$ cat src/rtl/seg7_pkg.sv
// Shared constants for the seven-segment scan driver.
// Segment order is {g,f,e,d,c,b,a}, all active-low.
package seg7_pkg;

  localparam logic [6:0] SEG_0    = 7'b1000000;
  localparam logic [6:0] SEG_1    = 7'b1111001;
  localparam logic [6:0] SEG_2    = 7'b0100100;
  localparam logic [6:0] SEG_3    = 7'b0110000;
  localparam logic [6:0] SEG_4    = 7'b0011001;
  localparam logic [6:0] SEG_5    = 7'b0010010;
  localparam logic [6:0] SEG_6    = 7'b0000010;
  localparam logic [6:0] SEG_7    = 7'b1111000;
  localparam logic [6:0] SEG_8    = 7'b0000000;
  localparam logic [6:0] SEG_9    = 7'b0010000;
  localparam logic [6:0] SEG_DASH = 7'b0111111;

  localparam logic [6:0] SEG_OFF  = 7'b1111111;
  localparam logic [3:0] AN_OFF   = 4'b1111;

  typedef enum logic {
    SHOW = 1'b0,
    GAP  = 1'b1
  } scan_state_t;

endpackage

$ cat src/rtl/bcd_to_seg7.sv
// Nibble to active-low seven-segment pattern.
// Non-decimal nibbles render as a dash.
module bcd_to_seg7
  import seg7_pkg::*;
(
  input  logic [3:0] nib,
  output logic [6:0] seg
);

  always_comb begin
    seg = SEG_DASH;
    case (nib)
      4'd0:    seg = SEG_0;
      4'd1:    seg = SEG_1;
      4'd2:    seg = SEG_2;
      4'd3:    seg = SEG_3;
      4'd4:    seg = SEG_4;
      4'd5:    seg = SEG_5;
      4'd6:    seg = SEG_6;
      4'd7:    seg = SEG_7;
      4'd8:    seg = SEG_8;
      4'd9:    seg = SEG_9;
      default: seg = SEG_DASH;
    endcase
  end

endmodule

$ cat src/rtl/seg7_scan.sv
// Three-digit multiplexed seven-segment driver with
// leading-zero blanking and an inter-digit guard gap.
module seg7_scan
  import seg7_pkg::*;
#(
  parameter int REFRESH_DIV = 100000,
  parameter int GUARD       = 2
) (
  input  logic        clk,
  input  logic        reset,
  input  logic [11:0] bcd,
  input  logic        bcd_valid,
  input  logic        blank_lz,
  output logic [6:0]  seg,
  output logic [3:0]  an,
  output logic        dp
);

  localparam int CMAX =
    (REFRESH_DIV > GUARD) ? REFRESH_DIV : GUARD;
  localparam int CW = (CMAX > 1) ? $clog2(CMAX) : 1;

  localparam logic [CW-1:0] SHOW_LAST =
    CW'(REFRESH_DIV - 1);
  localparam logic [CW-1:0] GAP_LAST =
    CW'(GUARD - 1);

  scan_state_t   state, state_n;
  logic [1:0]    idx, idx_n;
  logic [CW-1:0] cnt, cnt_n;
  logic [11:0]   val;

  logic [3:0]    nib;
  logic [6:0]    pat;
  logic          blank;
  logic [3:0]    an_n;
  logic [6:0]    seg_n;

  always_comb begin
    state_n = state;
    idx_n   = idx;
    cnt_n   = cnt + CW'(1);
    unique case (state)
      SHOW: begin
        if (cnt == SHOW_LAST) begin
          state_n = GAP;
          cnt_n   = '0;
        end
      end
      GAP: begin
        if (cnt == GAP_LAST) begin
          state_n = SHOW;
          cnt_n   = '0;
          case (idx)
            2'd0:    idx_n = 2'd1;
            2'd1:    idx_n = 2'd2;
            default: idx_n = 2'd0;
          endcase
        end
      end
      default: begin
        state_n = SHOW;
        cnt_n   = '0;
      end
    endcase
  end

  // Outputs are derived from next-state so they line up
  // with the FSM; val is the pre-capture value.
  always_comb begin
    nib = val[3:0];
    case (idx_n)
      2'd1:    nib = val[7:4];
      2'd2:    nib = val[11:8];
      default: nib = val[3:0];
    endcase
  end

  bcd_to_seg7 u_dec (
    .nib (nib),
    .seg (pat)
  );

  always_comb begin
    blank = 1'b0;
    if (blank_lz) begin
      if (idx_n == 2'd2)
        blank = (val[11:8] == 4'd0);
      else if (idx_n == 2'd1)
        blank = (val[11:4] == 8'd0);
    end
  end

  always_comb begin
    an_n  = AN_OFF;
    seg_n = SEG_OFF;
    if (state_n == SHOW && !blank) begin
      an_n  = ~(4'b0001 << idx_n);
      seg_n = pat;
    end
  end

  always_ff @(posedge clk) begin
    if (reset) begin
      val   <= '0;
      state <= SHOW;
      idx   <= 2'd0;
      cnt   <= '0;
      an    <= AN_OFF;
      seg   <= SEG_OFF;
    end else begin
      if (bcd_valid)
        val <= bcd;
      state <= state_n;
      idx   <= idx_n;
      cnt   <= cnt_n;
      an    <= an_n;
      seg   <= seg_n;
    end
  end

  assign dp = 1'b1;

endmodule

$ cat config.mk
export PLATFORM = sky130hd
export DESIGN_NAME = seg7_scan
export DESIGN_NICKNAME = d
export VERILOG_FILES = /design/src/rtl/seg7_pkg.sv /design/src/rtl/bcd_to_seg7.sv /design/src/rtl/seg7_scan.sv
export SDC_FILE = /design/constraint.sdc
export NUM_CORES = 1
export LEC_CHECK = 0
export ABC_AREA = 1
export BUFFER_PORTS_ARGS = -buffer_cell sky130_fd_sc_hd__buf_2
export CAP_MARGIN = 40
export CORE_AREA = 2 2 50 88
export DETAILED_ROUTE_END_ITERATION = 8
export DIE_AREA = 0 0 52 90
export PLACE_DENSITY = 0.76
export SETUP_SLACK_MARGIN = 0.4
export SYNTH_ARGS = -nofsm -noshare
export SYNTH_HDL_FRONTEND = slang
export SYNTH_HIERARCHICAL = 1
export SYNTH_SLANG_ARGS = --single-unit
$ cat constraint.sdc
create_clock -name clk -period 2.8 [get_ports clk]
set_input_delay 0.56 -clock clk [delete_from_list [all_inputs] [get_ports clk]]
set_output_delay 0.56 -clock clk [all_outputs]
set_load 0.05 [all_outputs]
# After elaboration in Yosys (flattened, before gate mapping)
# Memories as Yosys holds them, arrays and structs flattened. A register that Yosys moved wholly into a read port is not among the register bits.
# Cells that the tools add are included.
# W data, S select, Z words.
[word_totals]
n_memories = 1
elab_cells = 36
reg_bits = 36
inputBits = 16
output_inout_bits = 12
mem_bits_ro = 112
[memory_table]
columns = ["memory", "words", "width", "rd", "rd_ports_with_merged_regs", "write_ports", "line_no", "source"]
rows = [
  ["(name not given)", 16, 7, 1, 1, 0, "bcd_to_seg7.sv:12", "case (nib)"],
]
[classes]
n_eq_ne = 5
mux = 13
n_reduce_logical = 6
shift = 1
n_bitwise = 4
addsub = 1
[op_table]
columns = ["operator", "n"]
rows = [
  ["$mux W17", 2],
  ["$pmux W17 S2", 1],
  ["$add A17 B1 Y17 const B", 1],
  ["$eq A17 B1 Y1 const B", 1],
  ["$eq A17 B17 Y1 const B", 1],
  ["$logic_not A8 Y1", 1],
  ["$pmux W4 S2", 1],
  ["$mux W1", 5],
  ["$eq A2 B1 Y1 const B", 2],
  ["$logic_not A4 Y1", 1],
  ["$mux W2", 2],
  ["$not A4 Y4", 1],
  ["$pmux W2 S2", 1],
  ["$shl A1 B2 Y4 const A", 1],
  ["$not A1 Y1", 3],
  ["$eq A2 B2 Y1 const B", 1],
  ["$logic_not A2 Y1", 1],
  ["$pmux W1 S2", 1],
  ["$reduce_or A2 Y1", 1],
  ["$logic_and A1 B1 Y1", 1],
  ["$logic_not A1 Y1", 1],
]

# Logic depth before layout (Yosys ltp)
# Gate-level depths: netlist of the first run.
[depth]
depth_word = 12
mapped_depth = 19
depth_no_buf = 19

# Modules after synthesis
# The synthesis of the first run kept the hierarchy.
[by_module_without_submodules]
columns = ["module", "instances", "area_per_inst_um2", "seq_area_each_um2", "cells_each"]
rows = [
  ["seg7_scan", 1, 2006.9, 860.8, 263],
  ["bcd_to_seg7", 1, 187.7, 0.0, 35],
]

# Least setup slack after synthesis of the first run
# OpenSTA, ideal clock, no wires.
[synth_timing]
path_type = "register -> register"
from = "register cnt[0]"
to = "register seg[3]"
n_path_buf = 0
setup_time_ns = 0.123
period_less_slack_ns = 2.471
t_required_ns = 2.677
t_arrival_ns = 2.348
setup_slack_ns = 0.329
path_stages_with_launch = 18
path_cell_list = "dfxtp_1 > ha_1 > nand3_2 > nor2_4 > nand3_4 > nand2_1 > nand2_1 > ha_1 > inv_1 > nor2_1 > a21oi_1 > inv_1 > ha_1 > nand2_1 > nand3_1 > nand2_1 > inv_1 > nand3_2"
[synth_between]
elab_cells_between_ends = 18
classes_between = "eq/ne (4); mux (9); bitwise (2); reduce/logical (3)"
[synth_rtl]
columns = ["item", "line_no", "source"]
rows = [
  ["start, declared", "seg7_scan.sv:30", "logic [CW-1:0] cnt, cnt_n;"],
  ["start signal, assigned", "seg7_scan.sv:116", "cnt <= cnt_n;"],
  ["$eq A17 B1 Y1 *", "seg7_scan.sv:51", "if (cnt == GAP_LAST) begin"],
  ["$mux W2 *", "seg7_scan.sv:51", ""],
  ["$mux W2 *", "seg7_scan.sv:43", "unique case (state)"],
  ["$eq A2 B2 Y1 / $eq A2 B1 Y1 (equally long branches)", "seg7_scan.sv:72", "case (idx_n)"],
  ["$pmux W4 S2 *", "seg7_scan.sv:72", ""],
  ["named net nib[0]", "seg7_scan.sv:33", "logic [3:0] nib;"],
  ["end, declared", "seg7_scan.sv:14", "output logic [6:0] seg,"],
]
# The timed path passes the listed nets; every way through them passes the cells marked *.
# A chain may end at the register's enable or synchronous reset.

# Final worst setup path of the first run
[layout_timing]
from = "register cnt[1]"
to = "register seg[0]"
# The elaborated chain is that of the path after synthesis.

==> results of run 1 <==
## per-layer routing
layer  wire [um]  up-vias  global-route usage
met3         208       13              0.0432
met4         148        0               0.101
li1            -     1001                   -
met2        2840       65               0.399
met5           0        -                   0
met1        1900      927               0.210
## timing repair
action,in CTS,in global routing
gates cloned,0,0
setup buffers,3,9
resized for setup,15,50
pin swaps,5,18
hold endpoints to repair,0,0
endpoints found under the setup margin,7,7
## metrics by stage
| stage | hold slack (ps) | setup slack [ps] | util |
|---|---|---|---|
| 2_1_floorplan | 433 | 414 | - |
| 3_3_place_gp | 447 | 267 | 0.592 |
| 3_5_place_dp | 461 | 155 | 0.592 |
| 4_1_cts | 440 | 378 | 0.628 |
| 5_1_grt | 473 | 233 | 0.697 |
| 6_report | 465 | 365 | 0.697 |
## power by group
| part | leakage (uW) | switching (uW) | internal [uW] | total (uW) |
|---|---|---|---|---|
| logic | 0.000795 | 136 | 74.0 | 210 |
| registers | 0.000355 | 18.7 | 639 | 657 |
| clock network | 0.0000412 | 215 | 175 | 390 |
## worst max-delay path by stage
| stage | from | endpoint | slack, ps |
|---|---|---|---|
| after global routing | cnt[1]$_SDFF_PP0_ | seg[3]$_SDFF_PP1_ | 230 |
| after floorplan | cnt[0]$_SDFF_PP0_ | seg[3]$_SDFF_PP1_ | 410 |
| final | cnt[1]$_SDFF_PP0_ | seg[0]$_SDFF_PP1_ | 370 |
| after detailed placement | cnt[0]$_SDFF_PP0_ | seg[3]$_SDFF_PP1_ | 160 |
| after global placement | cnt[0]$_SDFF_PP0_ | seg[3]$_SDFF_PP1_ | 270 |
| after CTS | cnt[1]$_SDFF_PP0_ | seg[3]$_SDFF_PP1_ | 380 |
## cell usage in the layout, fill, tap and decap left out, drive strengths merged
master,netlist,layout
a21oi,13,13
buf,3,39
clkbuf,4,6
clkinv,0,1
clkinvlp,0,1
conb,1,1
dfxtp,43,43
ha,11,11
inv,32,32
nand2,60,60
nand3,25,25
nand3b,1,1
nand4,4,4
nor2,73,73
nor3,3,3
o21ai,12,12
o21bai,1,1
o22ai,1,1
or2,1,1
xnor2,3,3
xor2,7,7
## synthesized netlist by cell type
master	count	area, um^2
ha_1	11	138
buf_12	1	20.0
clkbuf_1	4	15.0
o22ai_1	1	6.26
nand2_2	5	31.3
nor2_2	5	31.3
nor2_4	3	33.8
xor2_1	7	61.3
buf_2	1	5.00
nand3_1	12	60.1
xnor2_1	3	26.3
o21bai_1	1	7.51
inv_2	1	3.75
inv_1	31	116
nand3_4	1	17.5
o21ai_0	12	60.1
buf_4	1	7.51
a21oi_1	13	65.1
or2_2	1	6.26
nand3_2	12	120
nor3_1	3	15.0
nor2_1	65	244
conb_1	1	3.75
nand2_1	55	206
dfxtp_1	43	861
nand4_1	4	25.0
nand3b_1	1	7.51
## worst max-delay path, stage by stage (launching register included)
cell     delay (ps)
dfxtp_2         340
inv_2            70
ha_4            140
nand3_4          80
nor2_4          140
nand3_4         130
nand2_4         100
nand2_4          70
ha_4            330
a21oi_2          50
a21oi_2         180
inv_2            90
ha_2            170
inv_1            60
nand2_2          60
nand3_1         100
nand2_1          80
inv_1            70
nand3_2          60
## sequential cells by signal, summed over array words and instances, names as in the netlist
register  cells
idx           2
cnt          17
val          12
seg           7
state         1
an            4
## area by class of cell
class	instances	area share
multi-input combinational	216	0.508
tap	49	0.0220
inverter	32	0.0458
sequential	43	0.311
clock inverter	2	0.00449
clock buffer	6	0.0261
timing repair buffer	39	0.0831
## cell families (layout without fill, tap and decap cells)
kind of cell | after synthesis | count (layout) | share of synthesized area
flops | 43 | 43 | 0.392
xor+xnor | 10 | 10 | 0.0399
compound gates | 27 | 27 | 0.0633
simple gates | 167 | 167 | 0.364
buf+inv | 39 | 79 | 0.0764
fa+ha+maj | 11 | 11 | 0.0627
other cells | 1 | 1 | 0.00171
==> results.yml, run 1 <==
routing:
  first_pass_iters: 4
  wl_mm: 5.10
  drt-wirelength-per-cell_um: 13.2
  first_iter_violations: 49
  vias: 2006
  antenna_left: 0
  via_per_inst: 5.18
  drt_drc_violations_left: 0
status:
  status: "complete, no violations"
synth:
  syn_area_per_cell_um2: 7.36
  syn_nets: 325
  syn_inst: 298
  ys_warn_count: 6
  ys_ff_latch: 43
  synth_area_um2: 2190
  synthDistinctLibCells: 27
  yosysSeqAreaShare: 0.392
die:
  die_y_um: 90
  dieArea_um2: 4680
  die_width_um: 52
  initial_utilization: 0.549
  core_um2: 4000
  rows: 31
  num_io_pins: 28
critical_path:
  worstSetupStartpointType: "flip-flop"
  path_class: "reg2reg"
  r2r_start: "cnt[1]$_SDFF_PP0_"
  crit_fanout: 5
  reg2reg_to: "seg[0]$_SDFF_PP1_"
  arrival_ps: 2610
  endpoint_kind: "flip-flop"
  required_ps: 2970
  reg2reg_slack_ps: 370
  reg2reg_depth: 18
placement:
  place.port_buffers: 26
  dp_hpwl_mm: 3.40
  placedInstanceArea_um2: 2370
  gp_congestion: 0.806
  place_inst: 367
global_route:
  grt_pass1_wl_mm: 7.76
  grt_max_degree: 14
  globalRouteTotalUtil: 0.214
  grt_pass1_vias: 1857
  antenna_found_initial: 0
  overflow: 0
clocking:
  numClockSinks: 43
  clk_pin_slew_worst_paths_ps: 80
  clk_latency_ps: 300
  cts_tree: "done"
  clockRootBuffer: "clkbuf_8"
  cts_buffers: 5
  clockBufferDepth: 2
  htreeDepth: 2
  cts_hold_buf: 0
finish:
  fillers: 330
  fin_area_um2: 2790
  drive_gt1_frac: 0.349
  syn2layout_area_growth_pct: 26.9
  diodes: 0
  fin_nets: 364
  multi_input_area_um2: 1410
  finalNonFillerCells: 387
  register_area_um2: 866
power:
  powerDensity_nw_per_um2: 451
  peakVddDrop_mv: 0.355
  power.leakage_uw: 0.00119
  p_total_uw: 1260
min_path:
  hp-class: "reg2reg"
  whs_endpoint: "cnt[0]$_SDFF_PP0_"
  min_from: "cnt[0]$_SDFF_PP0_"
  hold_depth: 1
timing:
  finClkSkew_ps: 6.39
  fmax_mhz: 411
  timing.final.crit_share: 0.870
  rsz0062_at_grt: "true"
  tns_ps: 0
  slew_viol_final: 0
  setup_viol: 0
  fin_crit_ps: 2430
  hold_violations: 0
job:
  maxCapViolations: 0
No activity file was read; power rests on OpenSTA's default activity.
==> inputs of run 2 (changes only) <==
- CORE_AREA: 2 2 50 88 -> 2 2 50 87
- DIE_AREA: 0 0 52 90 -> 0 0 52 89
- SYNTH_HIERARCHICAL: 1 -> unset
==> results.yml, run 2 <==
status:
  status: "complete, no violations"
synth:
  synthTopCellsByCount: "70 x nand2_1, 58 x nor2_1, 43 x dfxtp_1, 30 x inv_1, 20 x nand3_1"
  ys_ff_latch: 43
  synth_xor_area_frac: 0.0408
  synth_ff_type: "dfxtp_1"
  synth_fa_ha_area_frac: 0.0524
  ys_warn_count: 0
  synth.most_common_cell: "nand2_1"
  async_reset_ff_frac: 0
  muxShareOfSynthArea: 0
  syn_nets: 326
  synth_top_cell_by_area: "dfxtp_1"
  synth_compound_area_frac: 0.0588
  synth_top_area_frac: 0.401
  synth_edf_count: 0
  syn_inst: 301
  yosysSeqAreaShare: 0.401
  synth_top_family_by_area: "simple AND/OR/NAND/NOR gates"
  yosys.area_share.simple: 0.377
  synthDistinctLibCells: 28
  synth_area_um2: 2150
  ys_top_cells_by_area: "dfxtp_1 40%, nand2_1 12%, nor2_1 10%, ha_1 5.2%, inv_1 5.2%"
  syn_area_per_cell_um2: 7.14
global_route:
  antenna_found_initial: 0
  grt_max_degree: 15
  grt_pass1_wl_mm: 8.83
  grt_pass1_vias: 2141
  globalRouteTotalUtil: 0.255
  overflow: 0
power:
  power.leakage_uw: 0.00129
  p_comb_frac: 0.154
  peakVddDrop_mv: 0.472
  intPower_uw: 933
  powerDensity_nw_per_um2: 451
  p_sw_uw: 361
  switching_share: 0.279
  pwr-share-clk: 0.340
  seqPwrFrac: 0.506
  p_total_uw: 1290
die:
  dieArea_um2: 4630
  core_um2: 3870
  num_io_pins: 28
  initial_utilization: 0.556
  die_width_um: 52
  rows: 30
  die_y_um: 89
clocking:
  cts_hold_buf: 0
  clk_pin_slew_worst_paths_ps: 80
  htreeDepth: 2
  clockRootBuffer: "clkbuf_8"
  clk_latency_ps: 300
  cts_tree: "done"
  cts_buffers: 5
  numClockSinks: 43
  clockBufferDepth: 2
job:
  maxCapViolations: 0
timing:
  fin_crit_ps: 2500
  finClkSkew_ps: 5.75
  hold_violations: 0
  timing.final.crit_share: 0.893
  whs_ps: 476
  rsz0062_at_grt: "true"
  tns_ps: 0
  fmax_mhz: 400
  setup_viol: 0
  slew_viol_final: 0
routing:
  wl_mm: 6.26
  drt_drc_violations_left: 0
  antenna_left: 0
  vias: 2193
  drt-wirelength-per-cell_um: 15.3
  first_pass_iters: 4
  first_iter_violations: 53
  via_per_inst: 5.38
finish:
  top_regs: "cnt (17), val (12), seg (7)"
  syn2layout_area_growth_pct: 33.7
  multi_input_area_um2: 1340
  fin_area_um2: 2870
  register_area_um2: 875
  largest_reg_flops: 17
  layout_common_cells: "60 x nand2_1, 55 x nor2_1, 34 x dfxtp_1, 29 x buf_4, 26 x buf_2"
  regMostFlops: "cnt"
  fillers: 280
  finalNonFillerCells: 408
  mostFrequentLayoutCell: "nand2_1"
  fin_nets: 384
  drive_gt1_frac: 0.347
  diodes: 0
min_path:
  hp-class: "in2reg"
critical_path:
  arrival_ps: 2690
  path_class: "reg2reg"
  required_ps: 2980
  crit_fanout: 5
  endpoint_kind: "flip-flop"
  worstSetupStartpointType: "flip-flop"
placement:
  place_inst: 371
  placedInstanceArea_um2: 2330
  dp_hpwl_mm: 3.68
  gp_congestion: 0.965
  place.port_buffers: 26
## run 2: cell count changes in the layout (fill, tap and decap cells not counted), moves of 4 or more
cell,previous run,this run
buf_4,12,29
nand2_1,46,60
nand3_2,14,5
nor2_1,63,55
nand3_1,9,15
dfxtp_1,39,34
a21oi_4,5,1
dfxtp_2,4,8
nand4_1,4,8
## run 2: kinds of logic (layout without fill, tap and decap cells)
| family | count (synthesis) | after routing |
|---|---|---|
| simple gates | 178 | 178 |
| flops | 43 | 43 |
| buf+inv | 38 | 97 |
| compound gates | 22 | 22 |
| xor+xnor | 10 | 10 |
| fa+ha+maj | 9 | 9 |
| other cells | 1 | 1 |
## run 2: worst max-delay path, stage by stage, from the launching register on
cell     delay, ps
dfxtp_2        360
nor2_2         140
nand3_2        110
nor2_4         140
nand3_4        150
nand2_4        110
o21ai_4         80
inv_2           90
ha_4           180
nand2_2         60
nand2_2         60
nand2_2         70
nand2_4        110
inv_4           60
ha_4           260
inv_2           30
nand2_1         50
nand2_1         50
a21oi_1        190
nand2_1         90
## run 2: metal layers
layer	wire length, um	vias to the layer above	global-route usage	share of wire
li1	-	1060	-	-
met1	2090	1023	0.228	0.33
met2	3670	83	0.509	0.59
met3	251	27	0.0401	0.040
met4	250	0	0.148	0.040
met5	0	-	0	0
## run 2: power groups by stage
| stage | logic [uW] | registers [uW] | clock network (uW) |
|---|---|---|---|
| 2_1_floorplan | 82.1 | 704 | 0 |
| 3_3_place_gp | 157 | 666 | 0 |
| 3_5_place_dp | 159 | 667 | 0 |
| 4_1_cts | 169 | 652 | 436 |
| 5_1_grt | 216 | 657 | 462 |
| 6_report | 200 | 655 | 440 |
## run 2: repair_timing
item,4_1_cts,5_1_grt
buffers inserted,14,15
setup endpoints to repair,6,8
resized for setup,18,47
pin swaps,7,24
## run 2: path summary, 6_finish.rpt
kind	depth (start not counted)	end	from	slack, ps
setup / recovery	19	seg[3]$_SDFF_PP1_	cnt[10]$_SDFF_PP0_	300
hold / removal	3	val[8]$_SDFFE_PP0P_	bcd[8]	480
setup reg to reg	19	seg[3]$_SDFF_PP1_	cnt[10]$_SDFF_PP0_	300
hold reg to reg	2	val[1]$_SDFFE_PP0P_	val[1]$_SDFFE_PP0P_	500
## run 2: through the flow
step / worst slack, ps / util
floorplan: 425 / -
global route: 228 / 0.743
CTS: 385 / 0.669
detailed placement: 172 / 0.602
finish: 299 / 0.743
global placement: 228 / 0.602
## run 2: area by class of cell
cell class	instances	area share
clock buffers	8	0.0348
inverters	33	0.0475
well taps	48	0.0209
flip-flops and latches	43	0.304
repair buffers	56	0.125
multi-input cells	220	0.467
